**config.mk**
```make
export PLATFORM = sky130hd
export DESIGN_NAME = store_writer
export DESIGN_NICKNAME = d
export VERILOG_FILES = /design/src/rtl/store_writer.sv
export SDC_FILE = /design/constraint.sdc
export NUM_CORES = 1
export LEC_CHECK = 0
export ABC_AREA = 1
export BUFFER_PORTS_ARGS = -buffer_cell sky130_fd_sc_hd__buf_4
export CORE_UTILIZATION = 35
export CTS_CLUSTER_DIAMETER = 150
export DETAILED_ROUTE_END_ITERATION = 8
export GPL_TIMING_DRIVEN = 0
export PLACE_DENSITY = 0.69
export SLEW_MARGIN = 20
export SYNTH_ARGS = -nofsm -noshare
export SYNTH_HDL_FRONTEND = slang
export SYNTH_SLANG_ARGS = --single-unit
```
**constraint.sdc**
```tcl
create_clock -name clk -period 1.8 [get_ports clk]
set_clock_uncertainty 0.2 [all_clocks]
set_input_delay 0 -clock clk [delete_from_list [all_inputs] [get_ports clk]]
set_output_delay 0 -clock clk [all_outputs]
set_load 0.02 [all_outputs]
```
**src/rtl/store_writer.sv**
```systemverilog
// Store-side write formatter: aligns a MEM-stage store into the 64-bit bus lane,
// builds byte strobes, runs the bus handshake and flags misaligned stores.
module store_writer (
    input  logic        clk,
    input  logic        reset,
    input  logic        st_valid,
    output logic        st_ready,
    input  logic [63:0] st_addr,
    input  logic [63:0] st_data,
    input  logic [1:0]  st_msize,
    input  logic        flush,
    output logic        st_done,
    output logic        st_misalign,
    output logic        dreq_valid,
    output logic [63:0] dreq_addr,
    output logic [1:0]  dreq_size,
    output logic [7:0]  dreq_strobe,
    output logic [63:0] dreq_data,
    input  logic        dresp_addr_ok,
    input  logic        dresp_data_ok,
    output logic [1:0]  dbg_state
);

    localparam logic [1:0] MSIZE1 = 2'd0;
    localparam logic [1:0] MSIZE2 = 2'd1;
    localparam logic [1:0] MSIZE4 = 2'd2;
    localparam logic [1:0] MSIZE8 = 2'd3;

    typedef enum logic [1:0] {
        IDLE = 2'd0,
        ADDR = 2'd1,
        DATA = 2'd2,
        RESP = 2'd3
    } state_t;

    state_t      state;
    logic        flushed;
    logic [2:0]  off;
    logic [7:0]  mask;
    logic        misalign;
    logic        accept;

    // Handshakes: a store transfers on st_valid & st_ready & !flush; the bus
    // request is held with all fields stable until dresp_data_ok is sampled high.
    assign st_ready  = (state == IDLE);
    assign accept    = st_valid & st_ready & ~flush;
    assign off       = st_addr[2:0];
    assign dbg_state = state;

    always_comb begin
        mask     = 8'h01;
        misalign = 1'b0;
        case (st_msize)
            MSIZE1: begin mask = 8'h01; misalign = 1'b0; end
            MSIZE2: begin mask = 8'h03; misalign = st_addr[0]; end
            MSIZE4: begin mask = 8'h0F; misalign = |st_addr[1:0]; end
            MSIZE8: begin mask = 8'hFF; misalign = |st_addr[2:0]; end
            default: begin mask = 8'h01; misalign = 1'b0; end
        endcase
    end

    always_ff @(posedge clk or negedge reset) begin
        if (!reset) begin
            state       <= IDLE;
            flushed     <= 1'b0;
            st_done     <= 1'b0;
            st_misalign <= 1'b0;
            dreq_valid  <= 1'b0;
            dreq_addr   <= 64'd0;
            dreq_size   <= MSIZE1;
            dreq_strobe <= 8'h00;
            dreq_data   <= 64'd0;
        end else begin
            st_done     <= 1'b0;
            st_misalign <= 1'b0;
            case (state)
                IDLE: begin
                    flushed <= 1'b0;
                    if (accept) begin
                        if (misalign) begin
                            st_misalign <= 1'b1;
                        end else begin
                            dreq_addr   <= st_addr;
                            dreq_size   <= st_msize;
                            dreq_strobe <= mask << off;
                            dreq_data   <= st_data << {off, 3'b000};
                            dreq_valid  <= 1'b1;
                            state       <= ADDR;
                        end
                    end
                end
                ADDR: begin
                    // Only an uncommitted request (no addr_ok yet) can be abandoned.
                    if (flush && !dresp_addr_ok) begin
                        dreq_valid <= 1'b0;
                        state      <= IDLE;
                    end else if (dresp_data_ok) begin
                        dreq_valid <= 1'b0;
                        st_done    <= ~(flush | flushed);
                        flushed    <= flushed | flush;
                        state      <= RESP;
                    end else if (dresp_addr_ok) begin
                        flushed <= flush;
                        state   <= DATA;
                    end
                end
                DATA: begin
                    if (dresp_data_ok) begin
                        dreq_valid <= 1'b0;
                        st_done    <= ~(flush | flushed);
                        state      <= RESP;
                    end else if (flush) begin
                        flushed <= 1'b1;
                    end
                end
                RESP: begin
                    flushed <= 1'b0;
                    state   <= IDLE;
                end
                default: state <= IDLE;
            endcase
        end
    end

endmodule

```
Word level (Yosys, flattened, before mapping)
Index checks and enable logic that the tools add are counted.
Widths: inputs -> output; s select.
Word-level totals
  bits in registers: 144
  bits of input ports: 136
  logic and storage cells: 69
Cells by class
  eq/ne operators: 14
  shift-type cells: 2
  muxes and demuxes: 26
  bitwise logic cells: 6
  reductions and logical operators: 12
Operators by type and width (number)
  $shl 64x6->64: 1
  $pmux 8 s4: 1
  $mux 1: 14
  $mux 2: 6
  $ne 2x2->1 const B: 5
  $eq 2x2->1 const B: 4
  $pmux 2 s4: 1
  $reduce_and 4->1: 2
  $shl 8x3->8: 1
  $pmux 1 s3: 2
  $reduce_and 3->1: 2
  $eq 2x1->1 const B: 2
  $logic_not 2->1: 2
  $ne 4x4->1 const B: 1
  $pmux 1 s4: 1
  $reduce_or 2->1: 2
  $ne 3x3->1 const B: 1
  $not 1->1: 3
  $reduce_bool 3->1: 1
  $reduce_or 3->1: 1
  $and 1x1->1: 2
  $ne 2x1->1 const B: 1
  $pmux 1 s2: 1
  $logic_and 1x1->1: 1
  other kinds (2): 2

Longest topological paths before layout
Gate-level depths: netlist of run 1.
  word-level depth: 5
  depth in mapped cells: 10
  gate-level depth less buffers: 9

Least setup slack after synthesis of run 1
No wires, ideal clock.
  kind: flip-flop to flip-flop
  from: register state[0], in the netlist dbg_state[0]
  to: register dreq_data[53]
  arrival time: 1763 ps
  data required time: 1483 ps
  path slack: -281 ps
  stages on the path, launching flop included: 11
  buffers on the path: 3
  clock period less this slack: 2081 ps
  path through: dfrtp_1 inv_1 ha_1 nand3_1 inv_1 nand3_2 buf_6 buf_6 buf_6 nand2_1 nand2_1
On the way
  longest elaborated chain between the ends: 4
RTL lines
  from (decl): RTL line 36  | state_t state;
  from (signal assigned): RTL line 64  | state <= IDLE;
  from (signal assigned): RTL line 88  | state <= ADDR;
  from (signal assigned): RTL line 96  | state <= IDLE;
  $logic_not 2->1 *: RTL line 45  | assign st_ready = (state == IDLE);
  named net st_ready: RTL line 7  | output logic st_ready,
  $and 1x1->1 (2 in a row): RTL line 46  | assign accept = st_valid & st_ready & ~flush;
  $reduce_and 3->1 (no line) *
  to (signal assigned): RTL line 86  | dreq_data <= st_data << {off, 3'b000};
  to (decl): RTL line 18  | output logic [63:0] dreq_data,
The timed path passes the listed nets; every way through them passes the cells marked *.
A chain may end at the register's enable or synchronous reset.

==> metrics.yaml, run 1 <==
status:
  status: "complete, but fails checks"
  violations: "negative setup slack"
yosys:
  synthTopCellsByArea: "dfrtp_1 48%, nand2_1 27%, nand3_1 6.0%"
  async_flop_share_pct: 100
  netlist_area_mm2: 0.00747
  syn_nets: 1160
  ys_seq_area_share_pct: 48.2
  synthesis.instances: 1018
  yosysTopAreaCell: "dfrtp_1"
  yosysWarnings: 0
  ys_seq_elements: 144
  synth_edf_count: 0
  yosysTopAreaCellShare_pct: 48.2
  yosysMostFrequentCell: "nand2_1"
  syn_area_per_cell_um2: 7.34
  synthFlopType: "dfrtp_1"
  ys_top_cells_by_count: "545 x nand2_1, 144 x dfrtp_1, 89 x nand3_1"
  synth_cell_types: 30
clock_tree:
  cts.sinks: 144
  cts_buffers: 17
  clk_pin_slew_ps: 70
  cts.root.buffer_cell: "clkbuf_16"
  cts_tree: "built"
  worst_skew_pair.late_latency_ps: 420
  htree_levels: 4
  clock_path_buffers: 2
global_routing:
  grt_max_degree: 84
  grt_pass1_wl_um: 46900
  grt_pass1_vias: 9096
  antenna_found_initial: 0
  gr-total-overflow: 0
  grt_usage_pct: 27.7
floorplanning:
  ios: 280
  rows: 53
  die_h_um: 148
  core_area_mm2: 0.0210
  die_area_mm2: 0.0219
  initial_core_util_pct: 35.7
  die_w_um: 148
critical_path:
  reg2reg_slack_ps: -20
  crit_path_max_fanout: 7
  worstReg2RegEnd: "dreq_addr[56]"
  worstSetupEndpointType: "flop"
  path_class: "reg -> reg"
  critPathMaxStageDelay_ps: 440
  worstRegToRegCells: 10
  crit_buf_inv: 5
  path_cells: "inv_4 -> ha_4 -> nand3_4 -> inv_2 -> nand3_4 -> buf_12 -> buf_16 -> clkbuf_16 -> nand2_2 -> nand2_1"
  critPathRequiredTime_ps: 1910
  crit_cells: 10
  slowest_stage: "dfrtp_2"
  worstPathArrival_ps: 1930
  crit_path_start_kind: "flop"
  critPathTopFamily: "buffers and inverters"
  worst_path_most_repeated_cell: "nand3_4"
power_and_ir_drop:
  ir_drop_uv: 934
  cellLeakagePower_nw: 6.67
  powerDensity_mw_per_mm2: 1380
  fin_total_pwr_mw: 17.7
sta:
  worst_slack_ps: -22.8
  hold_viol: 0
  tightestPinTransition_ps: 772
  finalCriticalPeriod_ps: 1820
  setup_violations: 31
  max_freq_ghz: 0.549
  slew_headroom_pct: 48.5
  finalCritPeriodShare_pct: 101
  drv_slew: 0
  rsz0062_at_grt: "yes"
routing:
  dr.pass1.iters: 6
  routed_via_density: 5.15
  dr_total_vias: 9182
  ant_nets: 0
  drc: 0
  routedWlPerCell_um: 17.4
  totalWireLength_um: 31000
  drtIter0Drc: 759
place:
  numPortBuffers: 276
  dp_slack_ps: -279
  place_hpwl_um: 20700
  gp_congestion: 0.982
run:
  maxCapViolCount: 0
final_layout:
  nNetsFinal: 1636
  antenna-diode-count: 0
  num-fill-cells: 1829
  drive_above_1_share_pct: 30.0
  syn_to_final_growth_pct: 71.3
hold_path:
  hold_path_class: "in -> async"
## per-stage QoR
step,instance area (um2),hold slack (ps),util (%),std cells,TNS (ps)
5_1_grt,12800,49.4,61.1,1782,-6300
4_1_cts,12500,-15.3,59.4,1776,0
3_5_place_dp,9950,-138,47.5,1570,-18090
3_3_place_gp,9910,-2.55,47.3,1569,-31810
6_report,12800,2.58,61.1,1782,-240
2_1_floorplan,7490,-496,-,1018,-1280
## power by group
part / internal (mW) / leakage [nW] / switching, mW
combinational: 3.54 / 4.51 / 4.59
sequential: 4.71 / 1.84 / 0.933
clock: 2.39 / 0.319 / 1.52
## flip-flops by register name, indices dropped and copies added, names as in the netlist, named ones only
signal,flops
dreq_data,64
dreq_addr,64
dreq_size,2
flushed,1
dbg_state,1
dreq_valid,1
st_done,1
st_misalign,1
dreq_strobe,8
## kinds of logic (layout without fill, tap and decap cells)
| logic type | after synthesis | count (layout) | share of synthesized area, % |
|---|---|---|---|
| simple gates | 673 | 673 | 36.3 |
| flops | 144 | 144 | 48.2 |
| buf+inv | 90 | 579 | 6.53 |
| compound gates | 105 | 105 | 7.92 |
| fa+ha+maj | 6 | 6 | 1.00 |
## worst max path at each step
stage | slack (ps) | end
finish | -20 | dreq_addr[56]
global route | -90 | dreq_addr[56]
CTS | 6 | dreq_data[10]
detailed placement | -280 | dreq_addr[1]
global placement | -290 | dbg_state[0]
floorplan | -10 | dreq_addr[13]
## routing by layer
layer	GRT usage, %	part of all wire, %	vias to the layer above
met3	6.23	9.2	144
met2	43.9	46	517
met4	17.2	5.9	0
met5	0	0	-
li1	-	-	4192
met1	34.4	39	4329
## cell usage in the layout, fill, tap and decap left out, drive strengths merged
| cell | n |
|---|---|
| nand2 | 547 |
| buf | 336 |
| dlygate4sd3 | 167 |
| dfrtp | 144 |
| nand3 | 90 |
| o21ai | 62 |
| clkbuf | 40 |
| inv | 26 |
| a21oi | 18 |
| nor2 | 18 |
| or2 | 16 |
| o211ai | 15 |
| ha | 6 |
| clkinv | 6 |
| bufinv | 4 |
| o31ai | 3 |
| a22oi | 2 |
| a31oi | 2 |
| a2111oi | 1 |
| o21a | 1 |
| and2 | 1 |
| nand4 | 1 |
| a211oi | 1 |
## final cells by class
cell class | instances | area [um2] | share of cell area [%]
clock inverters | 14 | 205 | 1.60
plain buffers | 68 | 558 | 4.36
multi-input cells | 784 | 3570 | 27.9
well taps | 275 | 344 | 2.69
flip-flops and latches | 144 | 3610 | 28.2
inverters | 22 | 90.1 | 0.704
repair buffers | 457 | 3990 | 31.2
clock buffers | 18 | 439 | 3.43
## repair_timing
action | CTS | global route
setup buffers | 6 | 1
hold buffers | 166 | 2
pin swaps | 1 | 5
endpoints found under the hold margin | 283 | 4
gates resized for setup | 35 | 89
setup endpoints to repair | 140 | 143
gates cloned | 2 | 5
No activity file was read; power rests on OpenSTA's default activity.
==> run 2: changes to the inputs <==
Settings changed: CAP_MARGIN set to 20, CORE_MARGIN set to 2, PLACE_DENSITY 0.69 to 0.67.
Clock period 1.8 ns to 2.4 ns, I/O delays scaled along.
==> metrics.yaml, run 2 (synthesis results as in run 1) <==
critical_path:
  worstReg2RegStart: "dbg_state[0]"
  path_class: "in -> reg"
  path_cells: "dlygate4sd3_1 -> buf_4 -> inv_1 -> buf_4 -> clkbuf_4 -> nand2_1 -> a21oi_1 -> dlygate4sd3_1 -> a21oi_1 -> nand2_1 -> nand3_1 -> nand2_1"
  critPathMaxStageDelay_ps: 570
  critPathLaunch: "st_addr[0]"
  crit_buf_inv: 6
  worstPathArrival_ps: 2440
  worst_path_most_repeated_cell: "nand2_1"
  slowest_stage: "dlygate4sd3_1"
  critPathTopFamily: "buffers and inverters"
  crit_path_start_kind: "primary input"
  worstSetupEndpointType: "flop"
  crit_path_max_fanout: 10
  critPathRequiredTime_ps: 2510
routing:
  dr_total_vias: 8780
  drtIter0Drc: 904
  ant_nets: 0
  totalWireLength_um: 30800
  dr.pass1.iters: 5
  drc: 0
  routed_via_density: 4.99
  routedWlPerCell_um: 17.5
global_routing:
  gr-total-overflow: 0
  grt_pass1_vias: 8490
  antenna_found_initial: 0
  grt_usage_pct: 27.0
  grt_pass1_wl_um: 46400
  grt_max_degree: 97
power_and_ir_drop:
  seq_power_share_pct: 33.0
  cellLeakagePower_nw: 6.44
  p_clk_share_pct: 22.1
  switchingPower_mw: 5.06
  switching_share_pct: 39.8
  ir_drop_uv: 633
  fin_total_pwr_mw: 12.7
  powerDensity_mw_per_mm2: 1050
  power.internal_mw: 7.65
  comb_power_share_pct: 44.9
place:
  postPlaceCellArea_mm2: 0.00992
  numPortBuffers: 276
  place_hpwl_um: 21900
  gp_congestion: 0.991
sta:
  slew_headroom_pct: 53.7
  tightestPinTransition_ps: 694
  setup_violations: 0
  drv_slew: 0
  hold_viol: 0
  rsz0062_at_grt: "no"
  finalCritPeriodShare_pct: 97.0
  finalCriticalPeriod_ps: 2330
  fin_tns_setup_ps: 0
  max_freq_ghz: 0.429
floorplanning:
  core_area_mm2: 0.0210
  die_h_um: 150
  rows: 53
  die_w_um: 150
  initial_core_util_pct: 35.7
  ios: 280
  die_area_mm2: 0.0225
clock_tree:
  clk_pin_slew_ps: 60
  clock_path_buffers: 2
  cts.sinks: 144
  cts_buffers: 17
  cts_tree: "built"
  worst_skew_pair.late_latency_ps: 420
  cts.root.buffer_cell: "clkbuf_16"
  post_cts_buffers: 0
  htree_levels: 4
final_layout:
  syn_to_final_growth_pct: 62.8
  layout_common_cells: "545 x nand2_1, 279 x buf_4, 159 x dlygate4sd3_1"
  multi_input_area_mm2: 0.00338
  drive_above_1_share_pct: 25.8
  regArea_mm2: 0.00360
  num-fill-cells: 1964
  final_common_cell: "nand2_1"
  utilization_pct: 58.0
  nNetsFinal: 1615
  antenna-diode-count: 0
  reg.largest.list: "dreq_addr: 64 flops, dreq_data: 64 flops, dreq_strobe: 8 flops"
  final_cell_area_mm2: 0.0122
hold_path:
  holdCritStartpoint: "st_data[43]"
  hold_path_class: "in -> reg"
run:
  maxCapViolCount: 0
status:
  status: "complete, no violations"
[run 2: repair_timing]
item,in CTS,in global routing
hold buffers,160,0
gates resized for setup,0,9
hold endpoints to repair,282,0
setup endpoints to repair,2,48
[run 2: area by class of cell]
| type | instances | share of cell area [%] |
|---|---|---|
| Tap cell | 275 | 2.83 |
| Multi-Input combinational cell | 784 | 27.8 |
| Clock inverter | 13 | 1.41 |
| Buffer | 67 | 3.35 |
| Timing Repair Buffer | 437 | 30.6 |
| Clock buffer | 19 | 3.64 |
| Inverter | 22 | 0.679 |
| Sequential cell | 144 | 29.6 |
[run 2: per-stage QoR]
| step | instances | setup slack, ps | hold WS, ps |
|---|---|---|---|
| global placement | 1569 | 67.8 | -6.46 |
| floorplan | 1018 | 319 | -496 |
| detailed placement | 1570 | 12.7 | -262 |
| CTS | 1761 | 81.5 | 3.23 |
| global route | 1761 | 8.64 | 93.8 |
| finish | 1761 | 71.1 | 38.4 |
[run 2: metal layers]
layer | share of wire [%] | up-vias | GRT usage (%) | routed length [um]
met1 | 41 | 4091 | 35.3 | 12700
met4 | 4.7 | 0 | 13.3 | 1450
li1 | - | 4139 | - | -
met5 | 0 | - | 0 | 0
met3 | 7.4 | 105 | 4.27 | 2280
met2 | 47 | 445 | 43.6 | 14400
[run 2: power by group through the flow]
stage / Sequential (mW) / Combinational (mW) / Clock [mW]
6_report: 4.20 / 5.70 / 2.81
5_1_grt: 4.34 / 6.15 / 2.97
4_1_cts: 4.19 / 5.70 / 2.85
3_5_place_dp: 4.21 / 5.44 / 0
3_3_place_gp: 4.19 / 5.38 / 0
2_1_floorplan: 5.50 / 1.48 / 0
[run 2: worst register-to-register path, stage by stage, from the launching register on]
cell	delay (ps)
dfrtp_2	460
inv_1	150
ha_1	230
nand3_1	170
inv_1	110
nand3_2	100
inv_2	160
clkbuf_1	340
nand2_1	190
nand2_1	90
[run 2: final timing paths]
check,to,slack [ps],cells after the start
max,dreq_data[48],70,12
min,dreq_data[59],40,8
max reg2reg,dreq_data[33],140,9
min reg2reg,st_done,270,1
max in group asynchronous,dreq_addr[0],1060,4
min in group asynchronous,dreq_data[33],480,4
